$ cat src/rtl/ahb_pkg.sv
`default_nettype none
// ============================================================================
// Module  : ahb_pkg
// Brief   : Shared AHB encodings, default-slave state enum and region slice.
// Rev     : 1.0 - initial release
// ============================================================================
package ahb_pkg;

    localparam logic [1:0] HTRANS_IDLE   = 2'b00;
    localparam logic [1:0] HTRANS_BUSY   = 2'b01;
    localparam logic [1:0] HTRANS_NONSEQ = 2'b10;
    localparam logic [1:0] HTRANS_SEQ    = 2'b11;

    localparam logic HRESP_OKAY  = 1'b0;
    localparam logic HRESP_ERROR = 1'b1;

    localparam int REGION_MSB = 31;
    localparam int REGION_LSB = 28;

    typedef enum logic [1:0] {
        DS_IDLE = 2'd0,
        DS_ERR1 = 2'd1,
        DS_ERR2 = 2'd2
    } dflt_state_t;

    // NONSEQ and SEQ both have bit 1 set; IDLE and BUSY carry no data.
    function automatic logic htrans_active(input logic [1:0] htrans);
        return (htrans == HTRANS_NONSEQ) || (htrans == HTRANS_SEQ);
    endfunction

endpackage
`default_nettype wire

$ cat src/rtl/ahb_default_slave.sv
`default_nettype none
// ============================================================================
// Module  : ahb_default_slave
// Brief   : Two-cycle ERROR responder for unmapped NONSEQ/SEQ transfers.
// Rev     : 1.0 - initial release
// ============================================================================
module ahb_default_slave
    import ahb_pkg::*;
(
    input  logic       hclk,
    input  logic       hreset,
    input  logic       hready,
    input  logic [1:0] htrans,
    input  logic       unmapped,
    output logic       dflt_hreadyout,
    output logic       dflt_hresp
);

    dflt_state_t r_state;
    dflt_state_t w_state_next;
    logic        w_err_req;

    assign w_err_req = hready && unmapped && htrans_active(htrans);

    always_ff @(posedge hclk or posedge hreset) begin
        if (hreset) begin
            r_state <= DS_IDLE;
        end else begin
            r_state <= w_state_next;
        end
    end

    always_comb begin
        w_state_next = r_state;
        case (r_state)
            DS_IDLE: w_state_next = w_err_req ? DS_ERR1 : DS_IDLE;
            DS_ERR1: w_state_next = DS_ERR2;
            DS_ERR2: w_state_next = w_err_req ? DS_ERR1 : DS_IDLE;
            default: w_state_next = DS_IDLE;
        endcase
    end

    always_comb begin
        dflt_hreadyout = 1'b1;
        dflt_hresp     = HRESP_OKAY;
        case (r_state)
            DS_ERR1: begin
                dflt_hreadyout = 1'b0;
                dflt_hresp     = HRESP_ERROR;
            end
            DS_ERR2: begin
                dflt_hreadyout = 1'b1;
                dflt_hresp     = HRESP_ERROR;
            end
            default: begin
                dflt_hreadyout = 1'b1;
                dflt_hresp     = HRESP_OKAY;
            end
        endcase
    end

endmodule
`default_nettype wire

$ cat src/rtl/ahb_decoder.sv
`default_nettype none
// ============================================================================
// Module  : ahb_decoder
// Brief   : AHB address decoder with data-phase select register. Define
//           AHB_DEFAULT_SLAVE_EN to include the built-in ERROR default slave.
// Rev     : 1.0 - initial release
// ============================================================================
module ahb_decoder
    import ahb_pkg::*;
#(
    parameter logic [3:0] SLV1_REGION = 4'h0,
    parameter logic [3:0] SLV2_REGION = 4'h1,
    parameter logic [3:0] SLV3_REGION = 4'h2,
    parameter logic [3:0] SLV4_REGION = 4'h3
) (
    input  logic        hclk,
    input  logic        hreset,
    input  logic [31:0] haddr,
    input  logic [1:0]  htrans,
    input  logic        hready,
    output logic        hsel_1,
    output logic        hsel_2,
    output logic        hsel_3,
    output logic        hsel_4,
    output logic [1:0]  sel,
    output logic        dflt_active,
    output logic        dflt_hreadyout,
    output logic        dflt_hresp
);

    logic [3:0] w_region;
    logic       w_hit1;
    logic       w_hit2;
    logic       w_hit3;
    logic       w_hit4;
    logic       w_unmapped;
    logic [1:0] w_index;
    logic [1:0] r_sel;

    assign w_region = haddr[REGION_MSB:REGION_LSB];

    // Overlapping regions resolve to the lowest slave index.
    assign w_hit1     = (w_region == SLV1_REGION);
    assign w_hit2     = (w_region == SLV2_REGION) && !w_hit1;
    assign w_hit3     = (w_region == SLV3_REGION) && !w_hit1 && !w_hit2;
    assign w_hit4     = (w_region == SLV4_REGION) && !w_hit1 && !w_hit2 && !w_hit3;
    assign w_unmapped = !(w_hit1 || w_hit2 || w_hit3 || w_hit4);

    always_comb begin
        w_index = 2'b00;
        if (w_hit2) w_index = 2'b01;
        if (w_hit3) w_index = 2'b10;
        if (w_hit4) w_index = 2'b11;
    end

    always_ff @(posedge hclk or posedge hreset) begin
        if (hreset) begin
            r_sel <= 2'b00;
        end else if (hready) begin
            r_sel <= w_index;
        end
    end

    assign sel    = r_sel;
    assign hsel_2 = w_hit2;
    assign hsel_3 = w_hit3;
    assign hsel_4 = w_hit4;

`ifdef AHB_DEFAULT_SLAVE_EN
    logic r_dflt_active;
    logic w_unused_addr;

    assign w_unused_addr = ^haddr[REGION_LSB-1:0];
    assign hsel_1        = w_hit1;

    always_ff @(posedge hclk or posedge hreset) begin
        if (hreset) begin
            r_dflt_active <= 1'b0;
        end else if (hready) begin
            r_dflt_active <= w_unmapped;
        end
    end

    assign dflt_active = r_dflt_active;

    ahb_default_slave u_default_slave (
        .hclk           (hclk),
        .hreset         (hreset),
        .hready         (hready),
        .htrans         (htrans),
        .unmapped       (w_unmapped),
        .dflt_hreadyout (dflt_hreadyout),
        .dflt_hresp     (dflt_hresp)
    );
`else
    logic w_unused_addr;

    // Without a default slave, unmapped space aliases onto slave 1.
    assign w_unused_addr  = ^{haddr[REGION_LSB-1:0], htrans};
    assign hsel_1         = w_hit1 || w_unmapped;
    assign dflt_active    = 1'b0;
    assign dflt_hreadyout = 1'b1;
    assign dflt_hresp     = HRESP_OKAY;
`endif

endmodule
`default_nettype wire

$ cat config.mk
export PLATFORM = sky130hd
export DESIGN_NAME = ahb_decoder
export DESIGN_NICKNAME = d
export VERILOG_FILES = /design/src/rtl/ahb_pkg.sv /design/src/rtl/ahb_default_slave.sv /design/src/rtl/ahb_decoder.sv
export SDC_FILE = /design/constraint.sdc
export NUM_CORES = 1
export LEC_CHECK = 0
export ABC_AREA = 1
export CAP_MARGIN = 15
export CORE_AREA = 2 2 39 41
export CTS_CLUSTER_DIAMETER = 80
export CTS_CLUSTER_SIZE = 20
export DETAILED_ROUTE_END_ITERATION = 8
export DIE_AREA = 0 0 41 43
export GPL_ROUTABILITY_DRIVEN = 0
export PLACE_DENSITY = 0.67
export SKIP_CTS_REPAIR_TIMING = 1
export SLEW_MARGIN = 10
export SYNTH_ARGS = -nofsm -noshare
export SYNTH_HDL_FRONTEND = slang
export SYNTH_SLANG_ARGS = --single-unit
export TNS_END_PERCENT = 100
$ cat constraint.sdc
create_clock -name hclk -period 0.96 [get_ports hclk]
set_input_delay 0.288 -clock hclk [delete_from_list [all_inputs] [get_ports hclk]]
set_output_delay 0.288 -clock hclk [all_outputs]
set_load 0.01 [all_outputs]
After elaboration in Yosys (flattened, before gate mapping)
Index checks and enable logic that the tools add are counted.

ROM bits: 0. Latch bits: 0. Logic and storage cells: 22. Register bits: 2. Input bits: 37. Memories kept: 0. RAM bits: 0. Output and inout port bits: 9.

Eq/ne operators: 3. Multipliers: 0. Shifts and indexed selects: 0. $lt $le $gt $ge: 0. Mux-type cells: 3. Reduce and logical (&&, ||, !) cells: 15. Bitwise logic cells: 0. Divide/modulo/power cells: 0. $add $sub $neg: 0.

Operators by type and width (number): $eq A4 B2 Y1 const B (2); $logic_and A1 B1 Y1 (6); $eq A4 B1 Y1 const B (1); $logic_not A1 Y1 (4); $logic_not A4 Y1 (1); $logic_or A1 B1 Y1 (4); $mux W2 (2); $mux W1 (1).

Logic depth before layout (Yosys ltp)
Gate-level depths: netlist of run 1.

Word-level depth: 10. Mapped depth: 3. Depth with buffers taken out: 3.

Worst setup path before layout of run 1
No wires, ideal clock.

Path kind: in2out. From: input haddr[31]. To: output hsel_2. Data arrival time: 0.646 ns. Cell stages on the path: 3. Data required time: 0.672 ns. Setup slack: 0.026 ns. Buffers on the path: 0. Cell sequence: nor2_2 > inv_2 > nor2_1.

Cells in the longest elaborated chain, start to end: 3. Elaborated cells between the ends (all ways): 4.

RTL lines: start, declared (RTL line ahb_decoder.sv:18) `input logic [31:0] haddr,`; $logic_not A4 Y1 (RTL line ahb_decoder.sv:43) `assign w_hit1 = (w_region == SLV1_REGION);`; $logic_not A1 Y1 (RTL line ahb_decoder.sv:44) `assign w_hit2 = (w_region == SLV2_REGION) && !w_hit1;`; $logic_and A1 B1 Y1 * (RTL line ahb_decoder.sv:44); end, declared (RTL line ahb_decoder.sv:22) `output logic hsel_2,`.

Every way passes the cells marked *; elsewhere a longest branch is shown, timed or not.

Worst setup path in the final report of run 1
From: input haddr[30]. To: output hsel_1.

Cells in the longest elaborated chain, start to end: 10. Elaborated cells between the ends (all ways): 18.

RTL lines: $logic_not A4 Y1 (RTL line ahb_decoder.sv:43); $logic_not A1 Y1 (RTL line ahb_decoder.sv:44, ahb_decoder.sv:45, ahb_decoder.sv:46); $logic_and A1 B1 Y1 (RTL line ahb_decoder.sv:44); $logic_not A1 Y1 (RTL line ahb_decoder.sv:45, ahb_decoder.sv:46); $logic_and A1 B1 Y1 (RTL line ahb_decoder.sv:45) `assign w_hit3 = (w_region == SLV3_REGION) && !w_hit1 && !w_hit2;`; $logic_not A1 Y1 (RTL line ahb_decoder.sv:46) `assign w_hit4 = (w_region == SLV4_REGION) && !w_hit1 && !w_hit2 && !w_hit3;`; $logic_and A1 B1 Y1 (RTL line ahb_decoder.sv:46); $logic_or A1 B1 Y1 (RTL line ahb_decoder.sv:47) `assign w_unmapped = !(w_hit1 || w_hit2 || w_hit3 || w_hit4);`; $logic_not A1 Y1 (RTL line ahb_decoder.sv:47); $logic_or A1 B1 Y1 * (RTL line ahb_decoder.sv:100) `assign hsel_1 = w_hit1 || w_unmapped;`; end, declared (RTL line ahb_decoder.sv:21) `output logic hsel_1,`.

Marks and branches as above.

==> run summary, run 1 <==
Worst Setup Path Type: in -> out
run status: complete, but fails checks
min Tclk post-route: 1.06 ns
pwr dens: 1210 nW/um^2
post-synth cell types: 10
DIE HEIGHT: 43 um
CORE AREA: 1380 um^2
WL/cell: 6.52 um
P_leak: 0.000177 uW
Detailed Place HPWL: 283 um
Syn Std Cell Area: 158 um^2
Final Setup Violations: 6
average cell area after synthesis: 6.06 um^2
required time of the critical path: 0.67 ns
Max IR drop VDD: 225 uV
#FFs+latches synth: 2
final slew viol count: 0
commonest cells after routing, fill and taps aside: nand2_1, inv_1, clkbuf_2, buf_2
maxcap violations: 0
antenna violations before repair: 0
chip width: 41 um
flop-to-flop setup slack: 0.24 ns
Final WS setup: -0.101 ns
clock buffer depth: 2
Cells after DPL: 53
synth warn: 0
P&R area growth vs syn: 88.9%
Max FO, Critical Path: 2
CTS clk-pin slew, worst paths: 0.03 ns
critical path arrival: 0.77 ns
first-pass GRT wire length: 483 um
crit-path cells: buf_6 > nor2_4 > buf_6 > o21ai_1 > buf_2
Worst Setup Start Kind: input port
most common cell after layout, fill and taps aside: nand2_1
multi-input logic area: 77.6 um^2
RSZ-0062 raised after global routing: yes
max reg flops: 2
CP endpoint kind: output port
DRT Wirelength: 378 um
largest net degree at the start of global routing: 6
fin crit share: 111%
Inserted Clock Buffers: 3
post-route ant nets: 0
Vias/cell: 3.31
most frequent CP cell: buf_6
max frequency: 0.943 GHz
FF-to-FF End: sel[0]
fill count: 170
die area: 1760 um^2
Root Buffer: clkbuf_4
fraction of layout cells with a size suffix above 1: 45.2%
synth top area cells: dfrtp_1, nand2_1, buf_4
drt pass-1 iters: 2
fin util: 21.5%
non-filler instance count after layout: 58
count of standard-cell rows: 14
Worst Skew: 0 ns
sequential area share after synthesis: 31.7%
Largest stage delay, worst path: 0.13 ns
total chip power: 359 uW
worst r2r src: sel[0]
post-synthesis instance total: 26
Initial Utilization: 11.4%
Fin. Hold Viols: 0
Total Routing Usage GR: 4.81%
Detailed Route Iter0 Violations: 2
TritonCTS clock tree: done
fin nets: 81
I/O Buffers: 12
via count: 192
vias in the first global route: 153
crit path max-delay cell type: buf_2
Reg area: 50.0 um^2
Worst Hold Class: in -> async
Setup TNS Final: -0.432 ns
violated checks: setup timing
Worst Hold Slack: 0.214 ns
Ports: 46
top cell type's share of synthesized area: 31.7%
post-route DRC violation count: 0
total global routing overflow: 0
Worst-Skew Late Latency: 0.22 ns
post-synth top area cell: dfrtp_1
CTS sink cnt: 2
H-tree lvl count: 1
Antenna diodes: 0
worst r2r path cells: 3
[critical path: cells and delay by family]
family / cells / cell delay (ns)
compound gates: 1 / 0.04
simple gates: 1 / 0.11
buf+inv: 3 / 0.32
[power breakdown]
part	switching, uW	total [uW]	internal, uW	leakage (uW)
combinational	39.2	81.4	42.1	0.000137
clock	47.5	185	138	0.0000138
sequential	2.59	92.2	89.6	0.0000270
total	89.3	359	270	0.000177
[cells in the mapped netlist, drive strengths merged]
cell   n
buf    3
conb   2
dfrtp  2
inv    5
nand2  7
nand3  2
nor2   4
o21ai  1
[cell families (layout without fill, tap and decap cells)]
logic type / count (synthesis) / after routing / share of synthesized area (%)
compound gates: 1 / 1 / 3.17
other cells: 2 / 3 / 4.76
simple gates: 13 / 13 / 34.1
buf+inv: 8 / 23 / 26.2
flops: 2 / 2 / 31.7
[how the worst max path moves through the flow]
stage | startpoint | endpoint | slack [ns] | depth (start not counted)
after floorplan | haddr[31] | hsel_2 | 0.03 | 3
after global placement | haddr[31] | hsel_4 | -0.88 | 5
after detailed placement | haddr[31] | hsel_3 | -0.89 | 5
after CTS | haddr[31] | hsel_3 | -0.90 | 5
after global routing | haddr[30] | hsel_3 | -0.15 | 5
final | haddr[30] | hsel_1 | -0.10 | 5
[per-layer routing]
layer	wire (um)	track usage, %	vias up
met3	53	3.14	0
met2	188	6.88	9
met4	0	8.00	0
li1	-	-	101
met5	0	0	-
met1	136	2.56	82
[cell type report]
| cell class | count | share of cell area [%] |
|---|---|---|
| Inverter | 5 | 6.30 |
| Sequential cell | 2 | 16.8 |
| Multi-Input combinational cell | 17 | 26.1 |
| Clock buffer | 3 | 7.56 |
| Tap cell | 16 | 6.72 |
| Timing Repair Buffer | 15 | 36.6 |
[stage by stage]
stage / cell area [um^2] / worst slack [ns]
finish: 298 / -0.101
detailed placement: 287 / -0.888
global placement: 287 / -0.879
CTS: 309 / -0.898
floorplan: 161 / 0.0261
global route: 298 / -0.150
(Power assumes the default switching activity.)
==> run 2, diff against run 1 <==
Settings changed: DONT_BUFFER_PORTS from default to 1, PLACE_DENSITY 0.67 to 0.3, SLEW_MARGIN 10 to default.
Clock period 0.96 ns to 1.1 ns, I/O delays scaled along.
==> run summary, run 2 (synthesized netlist as in run 1, its figures left out) <==
Initial Utilization: 11.4%
fin crit share: 94.7%
worst r2r src: sel[1]
Ports: 46
CORE AREA: 1380 um^2
Worst Setup Start Kind: input port
count of standard-cell rows: 14
TritonCTS clock tree: done
worst r2r path cells: 2
Worst Skew: 0 ns
FF-to-FF End: sel[1]
worst setup path endpoint: hsel_3
fill count: 161
max frequency: 0.960 GHz
crit path max-delay cell type: nor2_1
total global routing overflow: 0
Worst Setup Path Type: in -> out
Comb pwr share: 11.1%
Max FO, Critical Path: 3
DIE HEIGHT: 43 um
Max IR drop VDD: 168 uV
via count: 150
maxcap violations: 0
post-route cell area: 199 um^2
crit-path cells: nor2_2 > inv_2 > nor2_1
fraction of layout cells with a size suffix above 1: 20.7%
Inserted Clock Buffers: 3
Worst Hold Class: in -> reg
largest net degree at the start of global routing: 6
flop-to-flop setup slack: 0.45 ns
most common cell after layout, fill and taps aside: nand2_1
DRT Wirelength: 367 um
Detailed Place HPWL: 303 um
P&R area growth vs syn: 26.2%
final slew viol count: 0
Largest stage delay, worst path: 0.19 ns
min Tclk post-route: 1.04 ns
drt pass-1 iters: 3
antenna violations before repair: 0
Detailed Route Iter0 Violations: 2
required time of the critical path: 0.77 ns
critical path arrival: 0.71 ns
post-route DRC violation count: 0
Worst Hold Slack: 0.249 ns
Final Setup Violations: 0
WL/cell: 8.16 um
Fin. Hold Viols: 0
run status: finished, final reports clean
P_int: 210 uW
Switching Fraction: 23.6%
Root Buffer: clkbuf_4
CP startpoint: haddr[31]
Psw: 64.7 uW
met1 Usage GRT: 5.70%
clock buffer depth: 2
Clk pwr share: 58.7%
CTS sink cnt: 2
chip width: 41 um
commonest cells after routing, fill and taps aside: nand2_1, inv_1, nor2_1, conb_1, clkbuf_4
CTS clk-pin slew, worst paths: 0.03 ns
Antenna diodes: 0
Worst-Skew Late Latency: 0.22 ns
first-pass GRT wire length: 503 um
H-tree lvl count: 1
P_leak: 0.000113 uW
Total Routing Usage GR: 4.50%
die area: 1760 um^2
Vias/cell: 3.33
post-route ant nets: 0
I/O Buffers: 0
pwr dens: 1380 nW/um^2
M2 GR Usage: 5.63%
vias in the first global route: 155
fin nets: 68
Top Usage Layer GRT: met4
met3 usage in global routing: 0%
DP Area: 166 um^2
CP endpoint kind: output port
RSZ-0062 raised after global routing: yes
Reg power frac: 30.2%
max reg flops: 2
[run 2: cell count changes in the layout (fill, tap and decap cells not counted)]
cell | previous run | this run
buf_2 | 4 | 0
clkbuf_2 | 4 | 0
buf_6 | 3 | 0
clkdlybuf4s50_1 | 2 | 0
buf_4 | 2 | 1
dlygate4sd3_1 | 0 | 1
nor2_1 | 2 | 3
nor2_4 | 1 | 0
o21ai_0 | 0 | 1
o21ai_1 | 1 | 0
[run 2: layout make-up]
class	instances	area, um^2	area share (%)
Tap cell	16	20.0	10.1
Timing Repair Buffer	2	17.5	8.81
Sequential cell	2	50.0	25.2
Inverter	5	18.8	9.43
Multi-Input combinational cell	17	70.1	35.2
Clock buffer	3	22.5	11.3
[run 2: worst min path at each step]
stage | start | to | slack, ns | cells past startpoint
2_1_floorplan | hreset | sel[0] | 0.07 | 1
3_3_place_gp | hreset | sel[1] | 0.07 | 1
3_5_place_dp | hreset | sel[1] | 0.08 | 1
4_1_cts | hreset | sel[0] | -0.16 | 1
5_1_grt | haddr[29] | sel[1] | 0.27 | 2
6_report | hready | sel[0] | 0.25 | 2
[run 2: metal layers]
| metal | vias to the layer above | routed length, um |
|---|---|---|
| met5 | - | 0 |
| met4 | 0 | 0 |
| met3 | 0 | 57 |
| met2 | 16 | 148 |
| met1 | 59 | 161 |
| li1 | 75 | - |
[run 2: critical path: cells and delay by family]
kind / cells / cell delay (ns)
buffers and inverters: 1 / 0.06
AND/OR/NAND/NOR: 2 / 0.33
[run 2: per-stage QoR]
stage | instances | TNS, ns | setup WS, ns | total power [uW] | util [%]
floorplan | 27 | 0 | 0.0821 | 114 | -
CTS | 44 | 0 | 0.0437 | 284 | 13.7
finish | 45 | 0 | 0.0587 | 274 | 14.4
global placement | 41 | 0 | 0.0733 | 111 | 12.0
global route | 45 | -0.0418 | -0.0162 | 301 | 14.4
detailed placement | 41 | 0 | 0.0437 | 112 | 12.0
[run 2: power by group through the flow]
stage	Sequential [uW]	Clock, uW	Combinational (uW)
4_1_cts	83.0	173	28.2
5_1_grt	83.1	181	36.0
3_3_place_gp	83.5	0	27.0
3_5_place_dp	83.7	0	28.1
2_1_floorplan	83.0	0	30.5
6_report	82.9	161	30.5
==> run 3, diff against run 2 <==
Settings changed: CTS_CLUSTER_DIAMETER 80 to default.
==> results of run 3 <==
Same layout as run 2: the final DEF is identical, and so are final timing and power.
